<file path="config.mk">
export PLATFORM = sky130hd
export DESIGN_NAME = piso_serializer
export DESIGN_NICKNAME = d
export VERILOG_FILES = /design/src/rtl/piso_serializer.sv
export SDC_FILE = /design/constraint.sdc
export NUM_CORES = 1
export LEC_CHECK = 0
export ABC_AREA = 0
export BUFFER_PORTS_ARGS = -buffer_cell sky130_fd_sc_hd__buf_2
export CORE_UTILIZATION = 42
export DETAILED_ROUTE_END_ITERATION = 10
export SLEW_MARGIN = 30
export SYNTH_ARGS = -nofsm -noshare
export SYNTH_HDL_FRONTEND = slang
export SYNTH_SLANG_ARGS = --single-unit
</file>
<file path="constraint.sdc">
create_clock -name clk -period 2 [get_ports clk]
set_input_delay 0.2 -clock clk [delete_from_list [all_inputs] [get_ports clk]]
set_output_delay 0.2 -clock clk [all_outputs]
set_load 0.02 [all_outputs]
</file>
<file path="src/rtl/piso_serializer.sv">
// Parallel-in / serial-out serializer with valid/ready handshakes on both sides.
// Define PISO_PARITY_EN to append an even-parity bit after the data bits of each frame.
module piso_serializer #(
  parameter int WIDTH     = 8,
  parameter bit MSB_FIRST = 1'b1
) (
  input  logic             clk,
  input  logic             rst,
  input  logic [WIDTH-1:0] din,
  input  logic             din_valid,
  output logic             din_ready,
  output logic             sout,
  output logic             sout_valid,
  output logic             sout_last,
  input  logic             sout_ready,
  output logic             busy
);

  localparam int CW = $clog2(WIDTH + 1);
  localparam logic [CW-1:0] LAST_IDX = CW'(WIDTH - 1);

`ifdef PISO_PARITY_EN
  typedef enum logic [1:0] {IDLE = 2'd0, SHIFT = 2'd1, PARITY = 2'd2} state_e;
`else
  typedef enum logic [1:0] {IDLE = 2'd0, SHIFT = 2'd1} state_e;
`endif

  state_e           state_q, state_d;
  logic [CW-1:0]    cnt_q, cnt_d;
  logic [WIDTH-1:0] shift_q, shift_d;
  logic             sout_q, sout_d;
  logic             valid_q, valid_d;
  logic             last_q, last_d;
  logic             xfer_s;
  logic             load_s;
`ifdef PISO_PARITY_EN
  logic             parity_q, parity_d;
`endif

  function automatic logic head_bit(input logic [WIDTH-1:0] w);
    return MSB_FIRST ? w[WIDTH-1] : w[0];
  endfunction

  function automatic logic [WIDTH-1:0] advance(input logic [WIDTH-1:0] w);
    return MSB_FIRST ? {w[WIDTH-2:0], 1'b0} : {1'b0, w[WIDTH-1:1]};
  endfunction

  assign xfer_s    = valid_q & sout_ready;
  assign din_ready = ~rst & ((state_q == IDLE) | (xfer_s & last_q));
  assign load_s    = din_valid & din_ready;
  assign sout       = sout_q;
  assign sout_valid = valid_q;
  assign sout_last  = last_q;
  assign busy       = valid_q;

  // State register; outputs are registered copies of the next presented bit
  always_ff @(posedge clk) begin
    if (rst) begin
      state_q  <= IDLE;
      cnt_q    <= '0;
      shift_q  <= '0;
      sout_q   <= 1'b0;
      valid_q  <= 1'b0;
      last_q   <= 1'b0;
`ifdef PISO_PARITY_EN
      parity_q <= 1'b0;
`endif
    end else begin
      state_q  <= state_d;
      cnt_q    <= cnt_d;
      shift_q  <= shift_d;
      sout_q   <= sout_d;
      valid_q  <= valid_d;
      last_q   <= last_d;
`ifdef PISO_PARITY_EN
      parity_q <= parity_d;
`endif
    end
  end

  // Next-state logic; a load (from IDLE or at the final transfer) overrides the frame exit
  always_comb begin
    state_d  = state_q;
    cnt_d    = cnt_q;
    shift_d  = shift_q;
`ifdef PISO_PARITY_EN
    parity_d = parity_q;
`endif
    case (state_q)
      IDLE: begin
        state_d = IDLE;
      end
      SHIFT: begin
        if (xfer_s) begin
          if (cnt_q == LAST_IDX) begin
`ifdef PISO_PARITY_EN
            state_d = PARITY;
`else
            state_d = IDLE;
`endif
          end else begin
            cnt_d   = cnt_q + 1'b1;
            shift_d = advance(shift_q);
          end
        end else begin
          state_d = SHIFT;
        end
      end
`ifdef PISO_PARITY_EN
      PARITY: begin
        if (xfer_s) begin
          state_d = IDLE;
        end else begin
          state_d = PARITY;
        end
      end
`endif
      default: begin
        state_d = IDLE;
      end
    endcase
    if (load_s) begin
      state_d  = SHIFT;
      cnt_d    = '0;
      shift_d  = din;
`ifdef PISO_PARITY_EN
      parity_d = ^din;
`endif
    end else begin
      cnt_d = cnt_d;
    end
  end

  // Output logic: derive the bit to present in the next cycle from the next state
  always_comb begin
    sout_d  = 1'b0;
    valid_d = 1'b0;
    last_d  = 1'b0;
    case (state_d)
      SHIFT: begin
        valid_d = 1'b1;
        sout_d  = head_bit(shift_d);
`ifdef PISO_PARITY_EN
        last_d  = 1'b0;
`else
        last_d  = (cnt_d == LAST_IDX);
`endif
      end
`ifdef PISO_PARITY_EN
      PARITY: begin
        valid_d = 1'b1;
        sout_d  = parity_d;
        last_d  = 1'b1;
      end
`endif
      default: begin
        valid_d = 1'b0;
      end
    endcase
  end

endmodule

</file>
==> flow_summary.toml, run 1 <==
[synthesis]
netlist_area_um2 = 822
ys_warn_count = 0
yosysMostFrequentCell = "dfxtp_1"
synth_cell_types = 33
synth_nets = 97
synthCells = 84
synth.top_cells.by_area = "dfxtp_1 41%, mux2i_1 9.7%, a211oi_1 6.4%, nor2_1 5.5%, o31ai_1 2.7%"
seq_area_frac_synth_pct = 41.4
ys.flop_type = "dfxtp_1"
avgSynthCellArea_um2 = 9.79
synth_commonest_cells = "17 x dfxtp_1, 12 x nor2_1, 8 x mux2i_1"
async_flop_share_pct = 0
synth_top_area_share_pct = 41.4
synth_edf_count = 0
synth_seq_cells = 17
synth_area_leader_cell = "dfxtp_1"

[run_status]
status = "completed"

[clocking]
clkLatencyLatePin_ns = 0.30
cts_sinks = 17
cts_tree = "built"
cts_root_buffer = "clkbuf_4"
cts_max_path_buffers = 2
clk_pin_slew_ns = 0.10
hold_buffers = 0
cts_resized = 0
htreeDepth = 1
cts_made_buffers = 3
cts_setup_buffers = 0

[detailed_routing]
drtPass1Iterations = 5
drt.antenna.violating_nets = 0
wl_per_cell_um = 12.8
drt-vias-per-instance = 5.31
remaining_drc_errors = 0
num_vias = 669
drt-total-wl_um = 1610
drtIter0Drc = 16

[run]
drv_cap = 0

[timing]
drv_slew = 0
grt_setup_unrepaired = "false"
hold_violations = 0
clock_skew_ns = 0.00493
fmax_ghz = 0.556
fin_setup_tns_ns = 0
period_minus_slack_ns = 1.80
timing.final.crit_share_pct = 89.9
setup_viol = 0

[cells_and_area]
drive_gt1_share_pct = 28.7
syn2layout_area_growth_pct = 14.9
fillers = 168
regArea_um2 = 340
antenna_cells = 0
multi_input_area_um2 = 452
layout.nets = 115

[floorplan]
dieArea_mm2 = 0.00214
boundaryPins = 17
row_count = 15
die_h_um = 46.2
start_util_pct = 46.1
fp.dieW_um = 46.2
fp.coreArea_mm2 = 0.00178

[setup_path]
critPathKind = "register to register"
cp-end-kind = "register"
path_max_fanout = 7
critPathRequiredTime_ns = 2.22
critPathArrivalTime_ns = 2.02
crit_path_start_kind = "register"

[global_route]
grt_start_max_net_pins = 19
grt_antenna_before_repair = 0
grt_pass1_wl_um = 2740
gr-usage-all-layers_pct = 18.9
overflow = 0
grt_pass1_vias = 640

[placement]
port_buffers = 16
dp_hpwl_um = 1170
gp_congestion = 0.802

[hold_path]
hold_path_class = "input port to register"

[power]
leakagePower_nw = 0.428
p_total_mw = 0.603
ir_drop_v = 0.000291
cellPowerDensity_mw_per_mm2 = 639
through the flow:
stage                     cell area [µm²]  utilization, %  setup WS [ns]  hold WS (ns)  instances
after global routing                  945            53.0          0.135         0.171        126
final                                 945            53.0          0.201         0.147        126
after detailed placement              918            51.5          0.226         0.463        122
after global placement                918            51.5          0.270         0.462        122
after CTS                             945            53.0          0.201         0.138        126
after floorplan                       822               -          0.244         0.313         84
cells by family after synthesis:
kind of cell / count (synthesis) / synth area share (%)
AOI/OAI and AO/OA: 15 / 14.2
buffers and inverters: 5 / 3.65
xor gates and xnor gates: 1 / 1.07
adders and majority gates: 1 / 1.52
DFF: 17 / 41.4
and+or+nand+nor: 36 / 28.0
other: 1 / 0.456
muxes: 8 / 9.74
metal layers:
metal,wire (µm),track usage (%),vias to the layer above
met4,44,10.6,0
met3,45,4.71,5
met2,720,27.9,15
met5,0,0,-
met1,799,24.8,306
li1,-,-,343
registers in the layout (all words and copies together) (netlist names):
| signal | count |
|---|---|
| sout_last | 1 |
| shift_q | 8 |
| cnt_q | 4 |
| busy | 1 |
| sout | 1 |
| state_q | 2 |
final cells by class:
| cell class | instances | area share [%] |
|---|---|---|
| multi-input cells | 62 | 47.8 |
| repair buffers | 18 | 10.1 |
| clock buffers | 4 | 2.78 |
| well taps | 25 | 3.31 |
| flip-flops and latches | 17 | 36.0 |
worst max-delay path, stage by stage (launching register included):
cell,delay (ns)
dfxtp_1,0.39
ha_1,0.23
and3b_1,0.20
and3_4,0.19
or4b_4,0.51
nor4b_2,0.21
where the power goes:
group	switching, mW	internal [mW]
registers	0.00756	0.350
logic	0.0311	0.0263
clock network	0.110	0.0777
total	0.149	0.454
path summary, 6_finish.rpt:
kind | startpoint | to | slack [ns] | cells after the start
setup / recovery | cnt_q[0]$_SDFF_PP0_ | sout_last$_SDFF_PP0_ | 0.20 | 5
hold / removal | din_valid | shift_q[0]$_SDFFE_PP0P_ | 0.15 | 3
setup reg to reg | cnt_q[0]$_SDFF_PP0_ | sout_last$_SDFF_PP0_ | 0.20 | 5
hold reg to reg | shift_q[0]$_SDFFE_PP0P_ | shift_q[0]$_SDFFE_PP0P_ | 0.48 | 2
cell usage in the layout (no fill, tap or decap), drive strengths merged:
master and n:
nand3b 2, o21ai 2, nor2 12, nor2b 1, ha 1, and4 1
nor3 2, and3 4, and3b 1, conb 1, o31ai 3, and4b 1
xor2 1, or4b 1, nand4b 1, nand4 1, mux2i 8, buf 18
a21oi 2, nand2 1, o21ba 1, nand3 3, nor4b 2, dfxtp 17
nor3b 1, nand2b 2, a211oi 7, clkbuf 4
(Power assumes the default switching activity.)
==> run 2, diff against run 1 <==
--- a/config.mk
+++ b/config.mk
@@ -7,8 +7,11 @@
 export LEC_CHECK = 0
 export ABC_AREA = 0
 export BUFFER_PORTS_ARGS = -buffer_cell sky130_fd_sc_hd__buf_2
-export CORE_UTILIZATION = 42
+export CELL_PAD_IN_SITES_DETAIL_PLACEMENT = 1
+export CELL_PAD_IN_SITES_GLOBAL_PLACEMENT = 1
+export CORE_UTILIZATION = 39
 export DETAILED_ROUTE_END_ITERATION = 10
+export PLACE_DENSITY_LB_ADDON = 0.1
 export SLEW_MARGIN = 30
 export SYNTH_ARGS = -nofsm -noshare
 export SYNTH_HDL_FRONTEND = slang
==> flow_summary.toml, run 2 (synthesized netlist as in run 1, its figures left out) <==
[run_status]
status = "completed"

[clocking]
cts_tree = "built"
clkLatencyLatePin_ns = 0.29
htreeDepth = 1
cts_root_buffer = "clkbuf_4"
cts_sinks = 17
cts_resized = 0
cts_setup_buffers = 0
cts_max_path_buffers = 2
cts_made_buffers = 3
hold_buffers = 0
clk_pin_slew_ns = 0.10

[cells_and_area]
layout.nets = 116
syn2layout_area_growth_pct = 16.1
max_flop_register = "shift_q"
antenna_cells = 0
final_common_cell = "dfxtp_1"
final_cell_mix = "17 x dfxtp_1, 16 x buf_2, 12 x nor2_1"
drive_gt1_share_pct = 29.4
fin_cells = 129
reg_top3 = "shift_q: 8 flops, cnt_q: 4 flops, state_q: 2 flops"
largest_reg_flops = 8
fillers = 263

[detailed_routing]
num_vias = 680
drtIter0Drc = 4
remaining_drc_errors = 0
drt-vias-per-instance = 5.27
drt.antenna.violating_nets = 0
drtPass1Iterations = 3
drt-total-wl_um = 1790
wl_per_cell_um = 13.9

[floorplan]
fp.dieW_um = 47.9
dieArea_mm2 = 0.00230
fp.coreArea_mm2 = 0.00196
die_h_um = 47.9
boundaryPins = 17
start_util_pct = 41.9
row_count = 16

[hold_path]
hold_path_class = "input port to register"
hold_depth = 3
holdCritStartpoint = "din_valid"
hold_end = "shift_q[0]$_SDFFE_PP0P_"

[global_route]
overflow = 0
gr-usage-all-layers_pct = 17.5
grt_antenna_before_repair = 0
grt_pass1_vias = 596
grt_pass1_wl_um = 2660
grt_start_max_net_pins = 19

[placement]
dp_hpwl_um = 1350
placed_cells = 125
port_buffers = 16
place_ws_ns = 0.201
gp_congestion = 0.742

[timing]
timing.final.ws_setup_ns = 0.176
setup_viol = 0
clock_skew_ns = 0.00198
hold_violations = 0
fin_setup_tns_ns = 0
fmax_ghz = 0.548
timing.final.crit_share_pct = 91.2
drv_slew = 0
whs_ns = 0.167
period_minus_slack_ns = 1.82
grt_setup_unrepaired = "false"

[power]
p_total_mw = 0.605
ir_drop_v = 0.000339
cellPowerDensity_mw_per_mm2 = 634
leakagePower_nw = 0.433

[setup_path]
crit_buf_inv = 0
cp-end-kind = "register"
cpPeakStageDelay_ns = 0.51
reg2reg_to = "sout_last$_SDFF_PP0_"
r2r_slack_ns = 0.18
crit_family = "simple AND/OR/NAND/NOR gates"
cp_slowest_cell = "or4b_4"
critPathRequiredTime_ns = 2.21
r2r_start = "cnt_q[0]$_SDFF_PP0_"
cp_cell_sequence = "ha_1, and3b_1, and3_4, or4b_4, nor4b_2"
r2r_cells = 5
crit_path_start_kind = "register"
critPathArrivalTime_ns = 2.03
path_max_fanout = 7
critPathKind = "register to register"

[run]
drv_cap = 0
[run 2: final cells by class]
| class | instances | area [µm²] | area share [%] |
|---|---|---|---|
| sequential | 17 | 340 | 35.6 |
| timing repair buffer | 19 | 103 | 10.7 |
| clock buffer | 4 | 26.3 | 2.75 |
| multi-input combinational | 62 | 452 | 47.3 |
| tap | 27 | 33.8 | 3.54 |
[run 2: metrics by stage]
| step | util (%) | cell area, µm² |
|---|---|---|
| finish | 48.7 | 955 |
| global route | 48.7 | 955 |
| CTS | 48.7 | 955 |
| detailed placement | 47.3 | 928 |
| global placement | 47.3 | 928 |
| floorplan | - | 822 |
[run 2: worst max-delay path by stage]
stage	depth (start not counted)	slack, ns	start	end
after floorplan	5	0.24	cnt_q[0]$_SDFF_PP0_	sout_last$_SDFF_PP0_
after global placement	5	0.29	cnt_q[0]$_SDFF_PP0_	sout_last$_SDFF_PP0_
after detailed placement	5	0.20	cnt_q[0]$_SDFF_PP0_	sout_last$_SDFF_PP0_
after CTS	5	0.18	cnt_q[0]$_SDFF_PP0_	sout_last$_SDFF_PP0_
after global routing	5	0.09	cnt_q[0]$_SDFF_PP0_	sout_last$_SDFF_PP0_
final	5	0.18	cnt_q[0]$_SDFF_PP0_	sout_last$_SDFF_PP0_
[run 2: report_power, final]
part           leakage (nW)  internal, mW  total (mW)  switching (mW)
combinational         0.279        0.0276      0.0603          0.0327
clock                0.0150        0.0775       0.186           0.109
sequential            0.139         0.350       0.358         0.00773
total                 0.433         0.456       0.605           0.149
[run 2: metal layers]
layer	part of all wire (%)	global-route usage (%)	up-vias
met1	46	19.7	311
li1	-	-	355
met4	0.90	5.00	0
met2	51	32.2	12
met5	0	0	-
met3	2.4	4.53	2
[run 2: tightest hold or removal path: stages]
cell	delay (ns)
buf_2	0.10
nand3_1	0.06
a21oi_1	0.06
